[config.mk]
export PLATFORM = sky130hd
export DESIGN_NAME = acca_pipe_mul_flat
export DESIGN_NICKNAME = d
export VERILOG_FILES = /design/src/rtl/acca_pkg.sv /design/src/rtl/acca_pipe_mul_if.sv /design/src/rtl/acca_sub_mul.sv /design/src/rtl/acca_pipe_mul.sv /design/src/flat_wrapper.sv
export SDC_FILE = /design/constraint.sdc
export NUM_CORES = 1
export LEC_CHECK = 0
export BUFFER_PORTS_ARGS = -buffer_cell sky130_fd_sc_hd__clkbuf_2
export CORE_ASPECT_RATIO = 1.2
export CORE_MARGIN = 2
export CORE_UTILIZATION = 55
export CTS_CLUSTER_SIZE = 30
export DETAILED_ROUTE_END_ITERATION = 12
export GPL_TIMING_DRIVEN = 0
export PLACE_DENSITY_LB_ADDON = 0.12
export RECOVER_POWER = 50
export SYNTH_ARGS = -nofsm -noshare
export SYNTH_HDL_FRONTEND = slang
export SYNTH_SLANG_ARGS = --single-unit
export TNS_END_PERCENT = 100
[constraint.sdc]
create_clock -name clk -period 6.95 [get_ports clk]
set_clock_uncertainty 0.1 [all_clocks]
set_input_delay 1.0425 -clock clk [delete_from_list [all_inputs] [get_ports clk]]
set_output_delay 1.0425 -clock clk [all_outputs]
set_load 0.01 [all_outputs]
[src/rtl/acca_pkg.sv]
// Shared constants for the approximate pipelined multiplier: quadrant
// bit positions in the mode word and default geometry.
package acca_pkg;

   localparam int MODE_HH = 3;
   localparam int MODE_HL = 2;
   localparam int MODE_LH = 1;
   localparam int MODE_LL = 0;

   localparam int DEF_HW = 4;
   localparam int DEF_K  = 2;

   // Quadrant index: bit1 selects the half of a, bit0 the half of b.
   typedef enum logic [1:0] {
      Q_LL = 2'(MODE_LL),
      Q_LH = 2'(MODE_LH),
      Q_HL = 2'(MODE_HL),
      Q_HH = 2'(MODE_HH)
   } quad_e;

endpackage

[src/rtl/acca_pipe_mul_if.sv]
// Operand/result stream bundle for acca_pipe_mul; slave is the multiplier,
// master is whoever feeds operands and consumes results.
interface acca_pipe_mul_if
   import acca_pkg::*;
#(
   parameter int HW = DEF_HW
);
   localparam int W = 2 * HW;

   logic             in_valid;
   logic             in_ready;
   logic [W-1:0]     a;
   logic [W-1:0]     b;
   logic [3:0]       mode;
   logic             out_valid;
   logic             out_ready;
   logic [2*W-1:0]   prod;
   logic [2*W-1:0]   err;
   logic [15:0]      done_cnt;

   modport master (
      output in_valid, a, b, mode, out_ready,
      input  in_ready, out_valid, prod, err, done_cnt
   );

   modport slave (
      input  in_valid, a, b, mode, out_ready,
      output in_ready, out_valid, prod, err, done_cnt
   );

endinterface

[src/rtl/acca_sub_mul.sv]
// HW x HW unsigned multiplier whose low K product bits are cleared when
// approx is set; purely combinational.
module acca_sub_mul
   import acca_pkg::*;
#(
   parameter int HW = DEF_HW,
   parameter int K  = DEF_K
) (
   input  logic [HW-1:0]   x,
   input  logic [HW-1:0]   y,
   input  logic            approx,
   output logic [2*HW-1:0] p
);
   localparam logic [2*HW-1:0] KEEP_MASK = {(2*HW){1'b1}} << K;

   logic [2*HW-1:0] exact;

   assign exact = (2*HW)'(x) * (2*HW)'(y);
   assign p     = approx ? (exact & KEEP_MASK) : exact;

endmodule

[src/rtl/acca_pipe_mul.sv]
// Three-stage approximate multiplier: S1 operands, S2 quadrant sub-products
// plus exact product, S3 prod/err. One shared enable stalls the whole pipe.
module acca_pipe_mul
   import acca_pkg::*;
#(
   parameter int HW = DEF_HW,
   parameter int K  = DEF_K
) (
   input  logic           clk,
   input  logic           rst_n,
   acca_pipe_mul_if.slave bus
);
   localparam int W  = 2 * HW;
   localparam int PW = 2 * HW;
   localparam int RW = 2 * W;

   logic              en;
   logic              fire_out;

   logic              s1_valid_reg;
   logic [W-1:0]      s1_a_reg;
   logic [W-1:0]      s1_b_reg;
   logic [3:0]        s1_mode_reg;

   logic [HW-1:0]     a_half [2];
   logic [HW-1:0]     b_half [2];
   logic [PW-1:0]     sub_p  [4];
   logic [RW-1:0]     exact_next;

   logic              s2_valid_reg;
   logic [PW-1:0]     s2_sub_reg [4];
   logic [RW-1:0]     s2_exact_reg;

   logic [RW-1:0]     prod_next;
   logic [RW-1:0]     err_next;

   logic              s3_valid_reg;
   logic [RW-1:0]     prod_reg;
   logic [RW-1:0]     err_reg;
   logic [15:0]       done_cnt_reg;

   // The pipe only moves when the output slot is empty or being drained.
   assign en       = !s3_valid_reg || bus.out_ready;
   assign fire_out = s3_valid_reg && bus.out_ready;

   assign bus.in_ready  = en;
   assign bus.out_valid = s3_valid_reg;
   assign bus.prod      = prod_reg;
   assign bus.err       = err_reg;
   assign bus.done_cnt  = done_cnt_reg;

   always_ff @(posedge clk or negedge rst_n) begin
      if (!rst_n) begin
         s1_valid_reg <= 1'b0;
         s1_a_reg     <= '0;
         s1_b_reg     <= '0;
         s1_mode_reg  <= '0;
      end else if (en) begin
         s1_valid_reg <= bus.in_valid;
         s1_a_reg     <= bus.a;
         s1_b_reg     <= bus.b;
         s1_mode_reg  <= bus.mode;
      end
   end

   assign a_half[0] = s1_a_reg[HW-1:0];
   assign a_half[1] = s1_a_reg[W-1:HW];
   assign b_half[0] = s1_b_reg[HW-1:0];
   assign b_half[1] = s1_b_reg[W-1:HW];

   // Quadrant gi takes the a-half chosen by gi[1] and the b-half by gi[0].
   genvar gi;
   generate
      for (gi = 0; gi < 4; gi++) begin : g_quad
         acca_sub_mul #(
            .HW (HW),
            .K  (K)
         ) u_sub (
            .x      (a_half[gi / 2]),
            .y      (b_half[gi % 2]),
            .approx (s1_mode_reg[gi]),
            .p      (sub_p[gi])
         );
      end
   endgenerate

   assign exact_next = RW'(s1_a_reg) * RW'(s1_b_reg);

   always_ff @(posedge clk or negedge rst_n) begin
      if (!rst_n) begin
         s2_valid_reg <= 1'b0;
         s2_exact_reg <= '0;
         for (int i = 0; i < 4; i++) begin
            s2_sub_reg[i] <= '0;
         end
      end else if (en) begin
         s2_valid_reg <= s1_valid_reg;
         s2_exact_reg <= exact_next;
         for (int i = 0; i < 4; i++) begin
            s2_sub_reg[i] <= sub_p[i];
         end
      end
   end

   assign prod_next = (RW'(s2_sub_reg[MODE_HH]) << W)
                    + (RW'(s2_sub_reg[MODE_HL]) << HW)
                    + (RW'(s2_sub_reg[MODE_LH]) << HW)
                    +  RW'(s2_sub_reg[MODE_LL]);
   assign err_next  = s2_exact_reg - prod_next;

   always_ff @(posedge clk or negedge rst_n) begin
      if (!rst_n) begin
         s3_valid_reg <= 1'b0;
         prod_reg     <= '0;
         err_reg      <= '0;
      end else if (en) begin
         s3_valid_reg <= s2_valid_reg;
         prod_reg     <= prod_next;
         err_reg      <= err_next;
      end
   end

   always_ff @(posedge clk or negedge rst_n) begin
      if (!rst_n) begin
         done_cnt_reg <= '0;
      end else if (fire_out && (done_cnt_reg != 16'hFFFF)) begin
         done_cnt_reg <= done_cnt_reg + 16'd1;
      end
   end

endmodule
[src/flat_wrapper.sv]
// flat-port wrapper written by rule: the top's interface ports become plain ports
module acca_pipe_mul_flat import acca_pkg::*;
#(
   parameter int HW = DEF_HW,
   parameter int K  = DEF_K
)
  (clk, rst_n, bus_in_valid, bus_a, bus_b, bus_mode, bus_out_ready, bus_in_ready, bus_out_valid, bus_prod, bus_err, bus_done_cnt);
  acca_pipe_mul_if #(.HW(HW)) bus_i ();
  input  logic clk;
  input  logic rst_n;
  input wire logic [$bits(bus_i.in_valid)-1:0] bus_in_valid;
  input wire logic [$bits(bus_i.a)-1:0] bus_a;
  input wire logic [$bits(bus_i.b)-1:0] bus_b;
  input wire logic [$bits(bus_i.mode)-1:0] bus_mode;
  input wire logic [$bits(bus_i.out_ready)-1:0] bus_out_ready;
  output wire logic [$bits(bus_i.in_ready)-1:0] bus_in_ready;
  output wire logic [$bits(bus_i.out_valid)-1:0] bus_out_valid;
  output wire logic [$bits(bus_i.prod)-1:0] bus_prod;
  output wire logic [$bits(bus_i.err)-1:0] bus_err;
  output wire logic [$bits(bus_i.done_cnt)-1:0] bus_done_cnt;
  assign bus_i.in_valid = bus_in_valid;
  assign bus_i.a = bus_a;
  assign bus_i.b = bus_b;
  assign bus_i.mode = bus_mode;
  assign bus_i.out_ready = bus_out_ready;
  assign bus_in_ready = bus_i.in_ready;
  assign bus_out_valid = bus_i.out_valid;
  assign bus_prod = bus_i.prod;
  assign bus_err = bus_i.err;
  assign bus_done_cnt = bus_i.done_cnt;
  acca_pipe_mul #(.HW(HW), .K(K)) u_core (.clk(clk), .rst_n(rst_n), .bus(bus_i));
endmodule
==> results of run 1 <==
-- worst register-to-register path, delay by kind of cell, from the launching register on --
family          cells  cell delay (ns)
simple gates        1             0.14
buf+inv             4             0.45
fa+ha+maj           5             2.48
compound gates      4             1.04
xor+xnor            1             0.18
flops               1             0.32
-- synthesized netlist by cell type (all sizes together) (3+ instances only) --
| library cell | n | area, um2 |
|---|---|---|
| o31ai | 6 | 58.81 |
| nand2b | 4 | 25.02 |
| nor2b | 6 | 37.54 |
| and4 | 3 | 26.28 |
| dfrtp | 119 | 2978 |
| a21oi | 49 | 245.2 |
| o21a | 8 | 60.06 |
| o21ai | 59 | 295.3 |
| and3 | 3 | 18.77 |
| o21bai | 8 | 60.06 |
| a21o | 12 | 90.09 |
| inv | 99 | 371.6 |
| nand3 | 9 | 45.04 |
| and2 | 44 | 275.3 |
| ha | 101 | 1264 |
| or3 | 3 | 18.77 |
| nor3 | 4 | 25.02 |
| xnor2 | 33 | 289.0 |
| nor2 | 43 | 161.4 |
| clkbuf | 26 | 97.59 |
| nand4 | 8 | 50.05 |
| nand3b | 4 | 30.03 |
| nand2 | 182 | 683.2 |
| fa | 59 | 1181 |
| xor2 | 28 | 245.2 |
-- cell type report --
class / instances / area, um2
fillers: 1342 / 5607
multi-input cells: 698 / 5420
flip-flops and latches: 119 / 2978
clock buffers: 17 / 425.4
repair buffers: 74 / 380.4
inverters: 100 / 375.4
well taps: 208 / 260.3
clock inverters: 15 / 155.1
plain buffers: 27 / 101.3
-- cells by family after synthesis --
kind of cell	synth area share [%]
XOR/XNOR	6.288
multiplexers	0.1269
AO/OA/AOI/OAI	11.12
buffers and inverters	5.371
flip-flops	33.55
AND/OR/NAND/NOR	15.99
adder cells (fa/ha/maj)	27.55
-- cell usage in the layout, fill, tap and decap left out, drive strengths merged, types with 43 or more instances in the layout --
master and n:
ha 101, and2 44, inv 108, fa 59, nand2 182, dfrtp 119
o21ai 59, a21oi 49, nor2 43, clkbuf 116
-- final timing paths --
kind | startpoint | end | slack, ns
hold / removal | u_core.bus.prod[0] | u_core.bus.prod[0] | 0.36
setup reg to reg | u_core.s1_b_reg[7] | u_core.s2_exact_reg[13] | 2.09
setup / recovery | u_core.s1_b_reg[7] | u_core.s2_exact_reg[13] | 2.09
max in group asynchronous | rst_n | u_core.bus.done_cnt[8] | 4.16
min in group asynchronous | rst_n | u_core.bus.err[11] | 1.23
hold reg to reg | u_core.bus.prod[0] | u_core.bus.prod[0] | 0.36
-- layer usage --
| layer | vias up | global-route usage [%] | wire length [um] |
|---|---|---|---|
| li1 | 3285 | - | - |
| met4 | 0 | 7.678 | 332 |
| met2 | 109 | 43.57 | 10050 |
| met1 | 3161 | 29.58 | 8788 |
| met3 | 25 | 4.153 | 565 |
| met5 | - | 0 | 0 |
-- through the flow --
stage | worst slack (ns) | instance area, um2
floorplan | 2.508 | 8875
global placement | 2.120 | 9500
detailed placement | 2.102 | 9537
CTS | 2.079 | 10120
global route | 1.729 | 10100
finish | 2.091 | 10100
==> impl_metrics.ini, run 1 <==
[worst_setup_path]
r2r_cells = 15
worst_setup_path_start_kind = register
crit_cells = 15
path_buf_inv = 4
crit_chain = clkbuf_1 -> nand2_1 -> fa_1 -> fa_1 -> inv_1 -> fa_1 -> inv_1 -> fa_1 -> inv_1 -> ha_1 -> a21boi_0 -> o221ai_1 -> o21ai_0 -> xnor2_1 -> a21oi_1
crit_arrival_ns = 5.04
critPathSlowestCell = fa_1
max_stage_delay_ns = 0.56
worstSetupPathType = register to register
crit_top_cell = fa_1
crit_fanout = 9
worstSetupEndpointType = register
crit_family = adder cells
required_ns = 7.13

[synth]
synth_area_um2 = 8875
ys.flop_type = dfrtp_1
yosysSeqAreaShare_pct = 33.55
synth_edf_count = 0
ys_ff_latch = 119
yosys_warnings = 0
synth_cell_types = 47
synth_nets = 1128
synthArstFlopShare_pct = 100.0
syn_avg_cell_area_um2 = 9.401
synthCells = 944

[final_layout]
instances_no_fill = 1258
final_nets = 1221
final_util_pct = 64.29
area_growth_pct = 13.76
antennaDiodeCount = 0
largest_reg_flops = 32
post_route_cells_drive_above_1_share_pct = 9.714

[detailed_routing]
dr.pass1.iters = 4
ant_nets = 0
vias = 6580
wl_per_cell_um = 15.69
first_iter_violations = 263
route.detailed.drc = 0
drt_wl_total_um = 19740
via_per_inst = 5.231

[cts]
hold_buffers = 0
cts_buffer_depth = 2
clkSlewWorstSetupHoldPaths_ns = 0.06
cts_tree = built
clk_latency_ns = 0.43
cts.sinks = 119
clock-root-buffer = clkbuf_16
htree_levels = 4
post_cts_buffers = 0
numCtsBuffers = 17
cts_resized = 0

[floorplan]
io_pins = 74
design.core.area_um2 = 15700
die_w_um = 120.0
start_util_pct = 56.52
rows = 50
die_h_um = 143.2
dieArea_um2 = 17170

[hold_path]
hold_path_depth = 2
worstHoldPathType = register to register

[placement]
place_congestion = 0.8673
portBuffers = 73
dp_hpwl_um = 15550
dp.cells = 1226

[timing]
setup_violations = 0
timing.final.crit_share_pct = 69.91
setup_tns_ns = 0
whs_ns = 0.3629
rsz0062_at_grt = no
hold_viol = 0
period_needed_ns = 4.859
clock.fmax_ghz = 0.2058
slew_headroom_pct = -58.16
worst_pin_slew_ns = 2.372
slew_violations = 44

[global_route]
grt_max_degree = 77
grt_pass1_wl_um = 32330
antenna_found_initial = 0
track_usage_pct = 24.24
grt_pass1_vias = 6715
grt_overflow_total = 0

[status]
violations = capacitance limit, slew limit
outcome = finished with violations

[flow_run]
maxCapViolations = 1
Power of run 1 is not shown: default switching activity piles up to over one toggle a cycle in this logic, so the estimate is an artifact.
==> run 2: changes to the inputs <==
- clock period: 6.95 -> 4.2 ns (I/O delays scaled with it)
==> impl_metrics.ini, run 2 (synthesis results as in run 1) <==
[status]
outcome = finished with violations
violations = capacitance limit, slew limit, setup timing

[worst_setup_path]
crit_fanout = 7
worst_setup_path_start_kind = register
required_ns = 4.38
path_buf_inv = 12
max_stage_delay_ns = 0.51
critPathSlowestCell = fa_1
worstSetupEndpointType = register
crit_arrival_ns = 4.53
r2r_slack_ns = -0.14
reg2reg_from = u_core.s1_b_reg[2]
crit_top_cell = buf_4
worstSetupPathType = register to register
crit_cells = 22
crit_start = u_core.s1_b_reg[2]
endpoint = u_core.s2_sub_reg[15]
crit_family = buffers and inverters
reg2reg_to = u_core.s2_sub_reg[15]
r2r_cells = 22
crit_chain = nand2_2 -> buf_4 -> buf_4 -> buf_4 -> buf_4 -> buf_4 -> buf_4 -> buf_4 -> buf_4 -> buf_4 -> buf_4 -> buf_4 -> fa_1 -> fa_1 -> inv_2 -> ha_1 -> a21o_1 -> a21oi_2 -> o21bai_1 -> a21oi_2 -> xor2_1 -> o21ai_1

[cts]
cts.sinks = 119
cts_tree = built
clock-root-buffer = clkbuf_16
hold_buffers = 0
cts_buffer_depth = 2
clkSlewWorstSetupHoldPaths_ns = 0.06
clk_latency_ns = 0.43
htree_levels = 4
numCtsBuffers = 17

[timing]
hold_viol = 0
period_needed_ns = 4.343
whs_ns = 0.2942
setup_ws_ns = -0.1428
setup_violations = 3
slew_violations = 44
slew_headroom_pct = -57.33
timing.final.crit_share_pct = 103.4
clock.fmax_ghz = 0.2303
rsz0062_at_grt = yes
worst_pin_slew_ns = 2.360

[detailed_routing]
route.detailed.drc = 0
dr.pass1.iters = 4
vias = 6877
wl_per_cell_um = 16.20
first_iter_violations = 296
drt_wl_total_um = 20990
ant_nets = 0
via_per_inst = 5.306

[placement]
place_congestion = 0.8578
dp_hpwl_um = 15760
portBuffers = 73

[floorplan]
rows = 50
start_util_pct = 56.52
io_pins = 74
die_w_um = 120.0
die_h_um = 143.2
design.core.area_um2 = 15700
dieArea_um2 = 17170

[final_layout]
post_route_cells_drive_above_1_share_pct = 17.65
largest_reg_flops = 32
most-common-layout-cells = nand2_1, dfrtp_1, ha_1
final_nets = 1259
area_growth_pct = 19.39
final_util_pct = 67.47
layout_commonest_cell = nand2_1
antennaDiodeCount = 0

[hold_path]
hold_path_depth = 3
worstHoldPathType = primary input to register

[global_route]
track_usage_pct = 25.70
grt_overflow_total = 0
grt_max_degree = 77
antenna_found_initial = 0
grt_pass1_vias = 7042
grt_pass1_wl_um = 34300

[flow_run]
maxCapViolations = 1
-- run 2: changes by cell type in the layout (fill, tap and decap cells not counted), sizes merged --
cell / previous run / this run
buf: 2 / 42
clkbuf: 116 / 114
clkinv: 4 / 8
clkinvlp: 2 / 4
inv: 108 / 102
-- run 2: metrics by stage --
| stage | setup TNS (ns) | setup slack [ns] | instance area [um2] | instances |
|---|---|---|---|---|
| after floorplan | -0.02296 | -0.02296 | 8901 | 944 |
| after global placement | -2.199 | -0.4604 | 9527 | 1225 |
| after detailed placement | -2.371 | -0.5061 | 9563 | 1226 |
| after CTS | -0.2423 | -0.08790 | 10520 | 1290 |
| after global routing | -1.527 | -0.2566 | 10600 | 1296 |
| final | -0.2988 | -0.1428 | 10600 | 1296 |
-- run 2: worst min path at each step --
stage	start	to	slack [ns]
finish	bus_b[7]	u_core.s1_b_reg[7]	0.29
global route	bus_mode[3]	u_core.s1_mode_reg[3]	0.31
CTS	rst_n	u_core.bus.err[14]	0.04
detailed placement	u_core.s1_valid_reg	u_core.s1_valid_reg	0.36
global placement	u_core.s2_valid_reg	u_core.s2_valid_reg	0.34
floorplan	rst_n	u_core.bus.done_cnt[0]	0.23
-- run 2: repair_timing --
action,in CTS,in global routing
endpoints found under the setup margin,9,11
resized for setup,47,23
setup buffers,34,6
hold endpoints to repair,0,0
pin swaps,42,25
-- run 2: area by class of cell --
type,count,area (um2)
clock buffers,17,425.4
inverters,100,375.4
multi-input cells,698,5618
clock inverters,15,128.9
plain buffers,25,115.1
well taps,208,260.3
repair buffers,114,681.9
fillers,1272,5107
flip-flops and latches,119,2990
-- run 2: layer usage --
layer | vias up | wire length [um] | GRT usage, %
li1 | 3353 | - | -
met1 | 3355 | 8872 | 31.81
met2 | 133 | 10930 | 45.54
met3 | 36 | 765 | 4.433
met4 | 0 | 420 | 8.421
met5 | - | 0 | 0
-- run 2: worst reg2reg max path, cell delays in order, from the launching register on --
cell and delay (ns):
dfrtp_2 0.45, nand2_2 0.09, buf_4 0.13, buf_4 0.12, buf_4 0.12, buf_4 0.12
buf_4 0.12, buf_4 0.13, buf_4 0.13, buf_4 0.12, buf_4 0.12, buf_4 0.12
buf_4 0.12, fa_1 0.49, fa_1 0.51, inv_2 0.05, ha_1 0.29, a21o_1 0.17
a21oi_2 0.16, o21bai_1 0.09, a21oi_2 0.14, xor2_1 0.22, o21ai_1 0.09
Power of run 2 is left out for the same reason.
